**config.mk**
```make
export PLATFORM = sky130hd
export DESIGN_NAME = fp32_addsub_core
export DESIGN_NICKNAME = d
export VERILOG_FILES = /design/src/rtl/fp32_addsub_core.sv
export SDC_FILE = /design/constraint.sdc
export NUM_CORES = 1
export LEC_CHECK = 0
export CAP_MARGIN = 20
export CORE_MARGIN = 1.5
export CORE_UTILIZATION = 65
export CTS_CLUSTER_SIZE = 24
export DETAILED_ROUTE_END_ITERATION = 10
export DONT_BUFFER_PORTS = 1
export PLACE_DENSITY = 0.85
export SETUP_SLACK_MARGIN = 0.3
export SLEW_MARGIN = 20
export SYNTH_ARGS = -nofsm -noshare
export SYNTH_HDL_FRONTEND = slang
export SYNTH_SLANG_ARGS = --single-unit
```
**constraint.sdc**
```tcl
create_clock -name clk -period 8.7 [get_ports clk]
set_clock_uncertainty 0.15 [all_clocks]
set_input_delay 1.74 -clock clk [delete_from_list [all_inputs] [get_ports clk]]
set_output_delay 1.74 -clock clk [all_outputs]
set_load 0.1 [all_outputs]
```
**src/rtl/fp32_addsub_core.sv**
```systemverilog
// Multi-cycle fp32 add/subtract datapath for finite operands; denormals flush to zero.
// Zero/Inf/NaN results are overridden downstream, so temp_result is don't-care for them.
//
// state | meaning
// IDLE  | waiting for start; captures and unpacks operands
// ALIGN | order operands by magnitude, right-shift smaller mantissa
// ADD   | 28-bit add/subtract, carry-out renormalised here
// NORM  | left-normalise one bit per cycle (bounded by NORM_MAX)
// ROUND | round-to-nearest-even, exponent overflow to Inf
// DONE  | valid pulse
module fp32_addsub_core #(
  parameter int NORM_MAX = 26
) (
  input  logic        clk,
  input  logic        rst_n,
  input  logic        start,
  input  logic        op,
  input  logic [31:0] A,
  input  logic [31:0] B,
  output logic        busy,
  output logic        valid,
  output logic [31:0] A_out,
  output logic [31:0] B_out,
  output logic [31:0] temp_result
);

  localparam int CW = $clog2(NORM_MAX + 1);

  localparam logic [2:0] S_IDLE  = 3'd0;
  localparam logic [2:0] S_ALIGN = 3'd1;
  localparam logic [2:0] S_ADD   = 3'd2;
  localparam logic [2:0] S_NORM  = 3'd3;
  localparam logic [2:0] S_ROUND = 3'd4;
  localparam logic [2:0] S_DONE  = 3'd5;

  logic [2:0]    state_q, state_d;
  logic [31:0]   a_out_q, a_out_d;
  logic [31:0]   b_out_q, b_out_d;
  logic [31:0]   temp_q, temp_d;
  logic          sx_q, sx_d, sy_q, sy_d;
  logic [7:0]    ex_q, ex_d, ey_q, ey_d;
  logic [26:0]   mx_q, mx_d, my_q, my_d;
  logic [9:0]    e_q, e_d;
  logic          sign_q, sign_d;
  logic [26:0]   mant_q, mant_d;
  logic          zero_q, zero_d;
  logic [CW-1:0] cnt_q, cnt_d;

  // align helpers
  logic          x_is_a;
  logic [7:0]    e_big, e_small, sh_d;
  logic [26:0]   m_big, m_small, m_shift, lost_mask;
  logic          s_big, s_small;

  // add / round helpers
  logic          eff_sub;
  logic [27:0]   sum;
  logic          rnd_up;
  logic [24:0]   m_rnd;
  logic [9:0]    e_rnd;
  logic [22:0]   f_rnd;

  always_comb begin
    x_is_a    = {ex_q, mx_q} >= {ey_q, my_q};
    s_big     = x_is_a ? sx_q : sy_q;
    s_small   = x_is_a ? sy_q : sx_q;
    e_big     = x_is_a ? ex_q : ey_q;
    e_small   = x_is_a ? ey_q : ex_q;
    m_big     = x_is_a ? mx_q : my_q;
    m_small   = x_is_a ? my_q : mx_q;
    sh_d      = e_big - e_small;
    lost_mask = ~({27{1'b1}} << sh_d);
    if (sh_d >= 8'd27) begin
      m_shift = {26'd0, |m_small};
    end else begin
      m_shift = (m_small >> sh_d) | {26'd0, |(m_small & lost_mask)};
    end

    eff_sub = sx_q ^ sy_q;
    sum     = eff_sub ? ({1'b0, mx_q} - {1'b0, my_q}) : ({1'b0, mx_q} + {1'b0, my_q});

    rnd_up = mant_q[2] & (mant_q[1] | mant_q[0] | mant_q[3]);
    m_rnd  = {1'b0, mant_q[26:3]} + {24'd0, rnd_up};
    e_rnd  = m_rnd[24] ? (e_q + 10'd1) : e_q;
    f_rnd  = m_rnd[24] ? m_rnd[23:1] : m_rnd[22:0];
  end

  always_comb begin
    state_d = state_q;
    a_out_d = a_out_q;
    b_out_d = b_out_q;
    temp_d  = temp_q;
    sx_d    = sx_q;
    sy_d    = sy_q;
    ex_d    = ex_q;
    ey_d    = ey_q;
    mx_d    = mx_q;
    my_d    = my_q;
    e_d     = e_q;
    sign_d  = sign_q;
    mant_d  = mant_q;
    zero_d  = zero_q;
    cnt_d   = cnt_q;

    case (state_q)
      S_IDLE: begin
        if (start) begin
          a_out_d = A;
          b_out_d = {B[31] ^ op, B[30:0]};
          sx_d    = A[31];
          sy_d    = B[31] ^ op;
          ex_d    = A[30:23];
          ey_d    = B[30:23];
          mx_d    = (A[30:23] == 8'd0) ? 27'd0 : {1'b1, A[22:0], 3'b000};
          my_d    = (B[30:23] == 8'd0) ? 27'd0 : {1'b1, B[22:0], 3'b000};
          state_d = S_ALIGN;
        end
      end
      S_ALIGN: begin
        sx_d    = s_big;
        sy_d    = s_small;
        mx_d    = m_big;
        my_d    = m_shift;
        e_d     = {2'd0, e_big};
        state_d = S_ADD;
      end
      S_ADD: begin
        sign_d = sx_q;
        zero_d = 1'b0;
        cnt_d  = CW'(NORM_MAX);
        if (sum[27]) begin
          mant_d = {sum[27:2], sum[1] | sum[0]};
          e_d    = e_q + 10'd1;
        end else begin
          mant_d = sum[26:0];
        end
        state_d = S_NORM;
      end
      S_NORM: begin
        if (mant_q == 27'd0) begin
          zero_d  = 1'b1;
          sign_d  = 1'b0;
          state_d = S_ROUND;
        end else if (!mant_q[26]) begin
          if (e_q > 10'd1 && cnt_q != '0) begin
            mant_d = {mant_q[25:0], 1'b0};
            e_d    = e_q - 10'd1;
            cnt_d  = cnt_q - 1'b1;
          end else begin
            // underflow or exhausted shift budget: flush to +0
            zero_d  = 1'b1;
            sign_d  = 1'b0;
            state_d = S_ROUND;
          end
        end else begin
          state_d = S_ROUND;
        end
      end
      S_ROUND: begin
        if (zero_q) begin
          temp_d = 32'd0;
        end else if (e_rnd >= 10'd255) begin
          temp_d = {sign_q, 8'hFF, 23'd0};
        end else begin
          temp_d = {sign_q, e_rnd[7:0], f_rnd};
        end
        state_d = S_DONE;
      end
      S_DONE:  state_d = S_IDLE;
      default: state_d = S_IDLE;
    endcase
  end

  always_ff @(posedge clk or negedge rst_n) begin
    if (!rst_n) begin
      state_q <= S_IDLE;
      a_out_q <= '0;
      b_out_q <= '0;
      temp_q  <= '0;
      sx_q    <= 1'b0;
      sy_q    <= 1'b0;
      ex_q    <= '0;
      ey_q    <= '0;
      mx_q    <= '0;
      my_q    <= '0;
      e_q     <= '0;
      sign_q  <= 1'b0;
      mant_q  <= '0;
      zero_q  <= 1'b0;
      cnt_q   <= '0;
    end else begin
      state_q <= state_d;
      a_out_q <= a_out_d;
      b_out_q <= b_out_d;
      temp_q  <= temp_d;
      sx_q    <= sx_d;
      sy_q    <= sy_d;
      ex_q    <= ex_d;
      ey_q    <= ey_d;
      mx_q    <= mx_d;
      my_q    <= my_d;
      e_q     <= e_d;
      sign_q  <= sign_d;
      mant_q  <= mant_d;
      zero_q  <= zero_d;
      cnt_q   <= cnt_d;
    end
  end

  assign busy        = (state_q != S_IDLE);
  assign valid       = (state_q == S_DONE);
  assign A_out       = a_out_q;
  assign B_out       = b_out_q;
  assign temp_result = temp_q;

endmodule

```
Yosys cells after proc, flatten, opt, wreduce, memory -nomap -nowiden

Cells that the tools add are included.

Latch bits: 0
Memories kept: 0
Memory bits (writable): 0
ROM bits: 0
Output and inout bits: 98
Bits of input ports: 68
Word-level logic and storage cells: 121
Register bits after elaboration: 215

Add/subtract/negate cells: 7
Bitwise gates (word level): 9
Mux-type cells: 49
Equal/unequal tests: 14
Magnitude comparators: 4
Reductions and logical operators: 20
Divide/modulo/power cells: 0
Shift-type cells: 2
Multiply operators: 0

Operators with widths:

| kind                    | count |
|---|---|
| $mux W27                | 11 |
| $pmux W27 S2            | 3 |
| $reduce_or A27 Y1       | 2 |
| $mux W10                | 5 |
| $ge A35 B35 Y1          | 1 |
| $mux W32                | 1 |
| $mux W31                | 1 |
| $pmux W10 S3            | 1 |
| $add A27 B27 Y28        | 1 |
| $mux W28                | 1 |
| $sub A27 B27 Y28        | 1 |
| $and A27 B27 Y27        | 1 |
| $logic_not A27 Y1       | 1 |
| $not A27 Y27            | 1 |
| $or A27 B1 Y27          | 1 |
| $shl A27 B8 Y27 const A | 1 |
| $shr A27 B8 Y27         | 1 |
| $add A24 B1 Y25         | 1 |
| $mux W23                | 1 |
| $logic_not A8 Y1        | 2 |
| $mux W8                 | 2 |
| $mux W5                 | 3 |
| $pmux W3 S5             | 1 |
| $mux W3                 | 4 |
| other kinds (28)        | 57 |

Longest topological paths before layout

Word-level depth: 10
Mapped depth: 22
Gate-level depth less buffers: 20

Worst setup path before layout

No wires, ideal clock.

Path kind: reg2reg
Start point: register, netlist name B_out[27]
End point: register my_q[0]
Required time: 8407 ps
Buffers on the path: 2
Period minus slack after synthesis: 5326 ps
Slack: 3374 ps
Cell stages (with the launch flop): 19
Arrival: 5033 ps
Setup time: 143 ps
Cells stage by stage: dfrtp_1 -> inv_1 -> ha_1 -> buf_2 -> a211oi_1 -> nor2_1 -> o31ai_2 -> nand2_1 -> a21oi_4 -> mux2i_1 -> ha_1 -> clkbuf_1 -> nand2b_1 -> nor2_1 -> o21ai_1 -> or4_1 -> a2111oi_0 -> nor4b_1 -> a41oi_1

RTL lines:

| item                 | RTL line | text |
|---|---|---|
| end signal, assigned | 201      | `my_q <= my_d;` |
| end, declared        | 42       | `logic [26:0] mx_q, mx_d, my_q, my_d;` |

==> results.yml <==
floorplan:
  initial_core_util_pct: 66.77
  ios: 166
  die_area_sq_um: 23540
  die_height_microns: 153.4
  die_w_microns: 153.4
  fp-row-count: 54
  core-area_sq_um: 22030
layout:
  fill_cell_total_of_the_finished_layout: 1800
  layout-drive-gt1-share_pct: 6.254
  layout.cells.most_common_list: "sky130_fd_sc_hd__nand2_1 (338), sky130_fd_sc_hd__dfrtp_1 (199), sky130_fd_sc_hd__nor2_1 (146), sky130_fd_sc_hd__a21oi_1 (122), sky130_fd_sc_hd__o21ai_0 (101)"
  layout_commonest_cell: "sky130_fd_sc_hd__nand2_1"
  syn_to_final_growth_pct: 5.436
  multiInputGateArea_sq_um: 9086
  insertedDiodeCount: 0
  regArea_sq_um: 4980
  layout.nets: 1883
drt:
  antenna_violating_nets_post_route: 0
  detail_route.vias_per_cell: 6.912
  post-route-drc-count: 0
  via_count: 14090
  drt_first_iter_violations: 1506
  routed_wirelength_microns: 46680
  wl_per_cell_microns: 22.89
  drt_first_pass_iters: 6
sta:
  maxSlewHeadroom_pct: 27.30
  hold_violations: 0
  final_max_slew_viol_count: 0
  tns_ps: 0
  rsz0062_at_grt: "no"
  max_slew.worst_pin.slew_ps: 1090
  layout_worst_path_cycle_share_pct: 72.08
  final.min_clock_period_ps: 6271
  max_freq_mhz: 159.5
  final-setup-viol-count: 0
  final.hold.worst_slack_ps: 344.5
job:
  maxCapViolCount: 0
critical_path:
  cpLargestDelayFamily: "compound AO/OA/AOI/OAI gates"
  cp-end-kind: "flop"
  ff2ff_setup_slack_ps: 2430
  crit_required_ps: 8870
  worst-endpoint-arrival_ps: 6440
  crit_fanout: 37
  crit_path_max_incr_delay_ps: 990
  crit_slowest_cell: "sky130_fd_sc_hd__dfrtp_1"
  worst_r2r_startpoint: "B_out[23]"
  rr_endpoint: "my_q[15]"
  worstPathBufferInverterCount: 3
  critical_path.cell_chain: "inv_1, ha_1, buf_4, nand4_2, nor3_1, a221oi_2, nand2_1, a21oi_4, mux2i_1, ha_1, a31oi_1, o21ai_0, a32oi_1, o221ai_1, a21oi_1, mux2i_1, mux2_2, nor4_2, buf_4, a221oi_1, a21oi_1"
  worstSetupPathType: "reg2reg"
  worst-r2r-cell-count: 21
  worstSetupStartpointType: "flop"
synth:
  post_synth_and_or_nand_nor_area_fraction_pct: 20.78
  synth_compound_area_share_pct: 21.63
  synth.area.mux_share_pct: 7.870
  yosys.area.top_type: "sky130_fd_sc_hd__dfrtp_1"
  synth_fa_ha_area_share_pct: 5.989
  synth_seq_cells: 199
  synth_sequential_area_ratio_pct: 33.86
  netlist_instances: 1810
  edff_count_synth: 0
  ys_dominant_reg_cell: "sky130_fd_sc_hd__dfrtp_1"
  synth_async_sr_flop_share_pct: 100.0
  synth_xor_area_share_pct: 5.054
  syn_area_per_cell_sq_um: 8.125
  synth_area_leaders: "sky130_fd_sc_hd__dfrtp_1 (34%), sky130_fd_sc_hd__nand2_1 (8.7%), sky130_fd_sc_hd__ha_1 (5.8%)"
  largest_family_of_logic_cells_by_synthesized_area: "compound AO/OA/AOI/OAI gates"
  yosysWarningCount: 0
  syn_area_sq_um: 14710
  synth.distinct_cells: 86
  synth_top_area_share_pct: 33.86
  synth_fp_nets: 1947
global_routing:
  grt_pass1_vias: 13650
  grt_pass1_wl_microns: 74700
  maximum_number_of_pins_on_one_net_before_global_route_repair: 200
  number_of_antenna_violations_at_the_first_check_in_global_routing: 0
  gr-usage-all-layers_pct: 40.36
  globalRoute.totalOverflow: 0
clocking:
  cts_post_setup_buffers_inserted: 0
  ctsHtreeMaxLevel: 4
  cts.reportedPaths.clkPinSlew_ps: 70
  clock_insertion_delay_worst_skew_ps: 470
  cts_buffers: 17
  cts_sinks: 199
  cts_hold_buffers: 0
  cts_tree: "yes"
  root_buffer: "sky130_fd_sc_hd__clkbuf_16"
  max-clock-path-buffers: 2
  post_cts.resized_instances: 0
outcome:
  run_status: "finished clean"
place:
  place.detailed.hpwl_microns: 34340
  placement.io_buffers: 0
  globalplace.congestion: 1.032
worst_hold_path:
  holdCritStartpoint: "cnt_q[0]"
  hold_class: "reg2reg"
  endpoint_worst_hold: "cnt_q[0]"
  hold_depth: 1
## final cells by class
| type | instances | area share [%] |
|---|---|---|
| inverters | 67 | 1.622 |
| clock buffers | 19 | 2.856 |
| repair buffers | 30 | 1.662 |
| clock inverters | 13 | 0.8876 |
| well taps | 280 | 2.259 |
| multi-input cells | 1431 | 58.60 |
| flip-flops and latches | 199 | 32.11 |
## Yosys cell counts, drive strengths merged (9+ instances only)
library cell and number:
dfrtp 199, mux4 9, nand2 339, nor4 25, a32oi 11, a31oi 25
a221oi 11, a21o 28, xnor2 61, mux2i 83, mux2 11, nand4 22
o31ai 10, clkbuf 83, and3 13, a211oi 15, nor3 37, o21ai 116
and2 10, a22o 13, nand3 49, buf 30, xor2 23, nor2 147
inv 67, a21oi 127, nand2b 12, a22oi 37, o22ai 9, a41oi 9
ha 68
## cell families after synthesis
logic type	Yosys count
multiplexers	103
adder cells (fa/ha/maj)	70
flip-flops	199
XOR/XNOR	84
AO/OA/AOI/OAI	485
buffers and inverters	180
AND/OR/NAND/NOR	689
## sequential cells by signal (all words and copies together), names as in the netlist, 3 cells and up
signal	cells
A_out	32
B_out	32
temp_result	32
mant_q	27
mx_q	27
my_q	27
e_q	10
cnt_q	5
state_q	3
## worst max path at each step
stage | to | cells after the start | startpoint | slack (ps)
global route | my_q[15] | 21 | B_out[23] | 1970
floorplan | my_q[0] | 18 | B_out[27] | 3370
finish | my_q[15] | 21 | B_out[23] | 2430
global placement | my_q[0] | 18 | B_out[23] | 2670
CTS | my_q[15] | 21 | B_out[23] | 2450
detailed placement | my_q[15] | 21 | B_out[23] | 2470
## stage by stage
stage          std cells  setup WS [ps]  utilization, %  area (sq um)
3_5_place_dp        2005           2471           67.55         14880
3_3_place_gp        2005           2665           67.51         14870
6_report            2039           2429           70.40         15510
5_1_grt             2039           1967           70.40         15510
2_1_floorplan       1810           3374               -         14710
4_1_cts             2037           2454           70.18         15460
## metal layers
layer / vias to the layer above / track usage, % / routed length, microns
met3: 192 / 7.939 / 4149
met5: - / 0 / 0
met2: 851 / 66.15 / 21750
met1: 6704 / 50.22 / 18070
li1: 6347 / - / -
met4: 0 / 22.42 / 2706
Power is not shown: default switching activity piles up to over one toggle a cycle in this logic, so the estimate is an artifact.
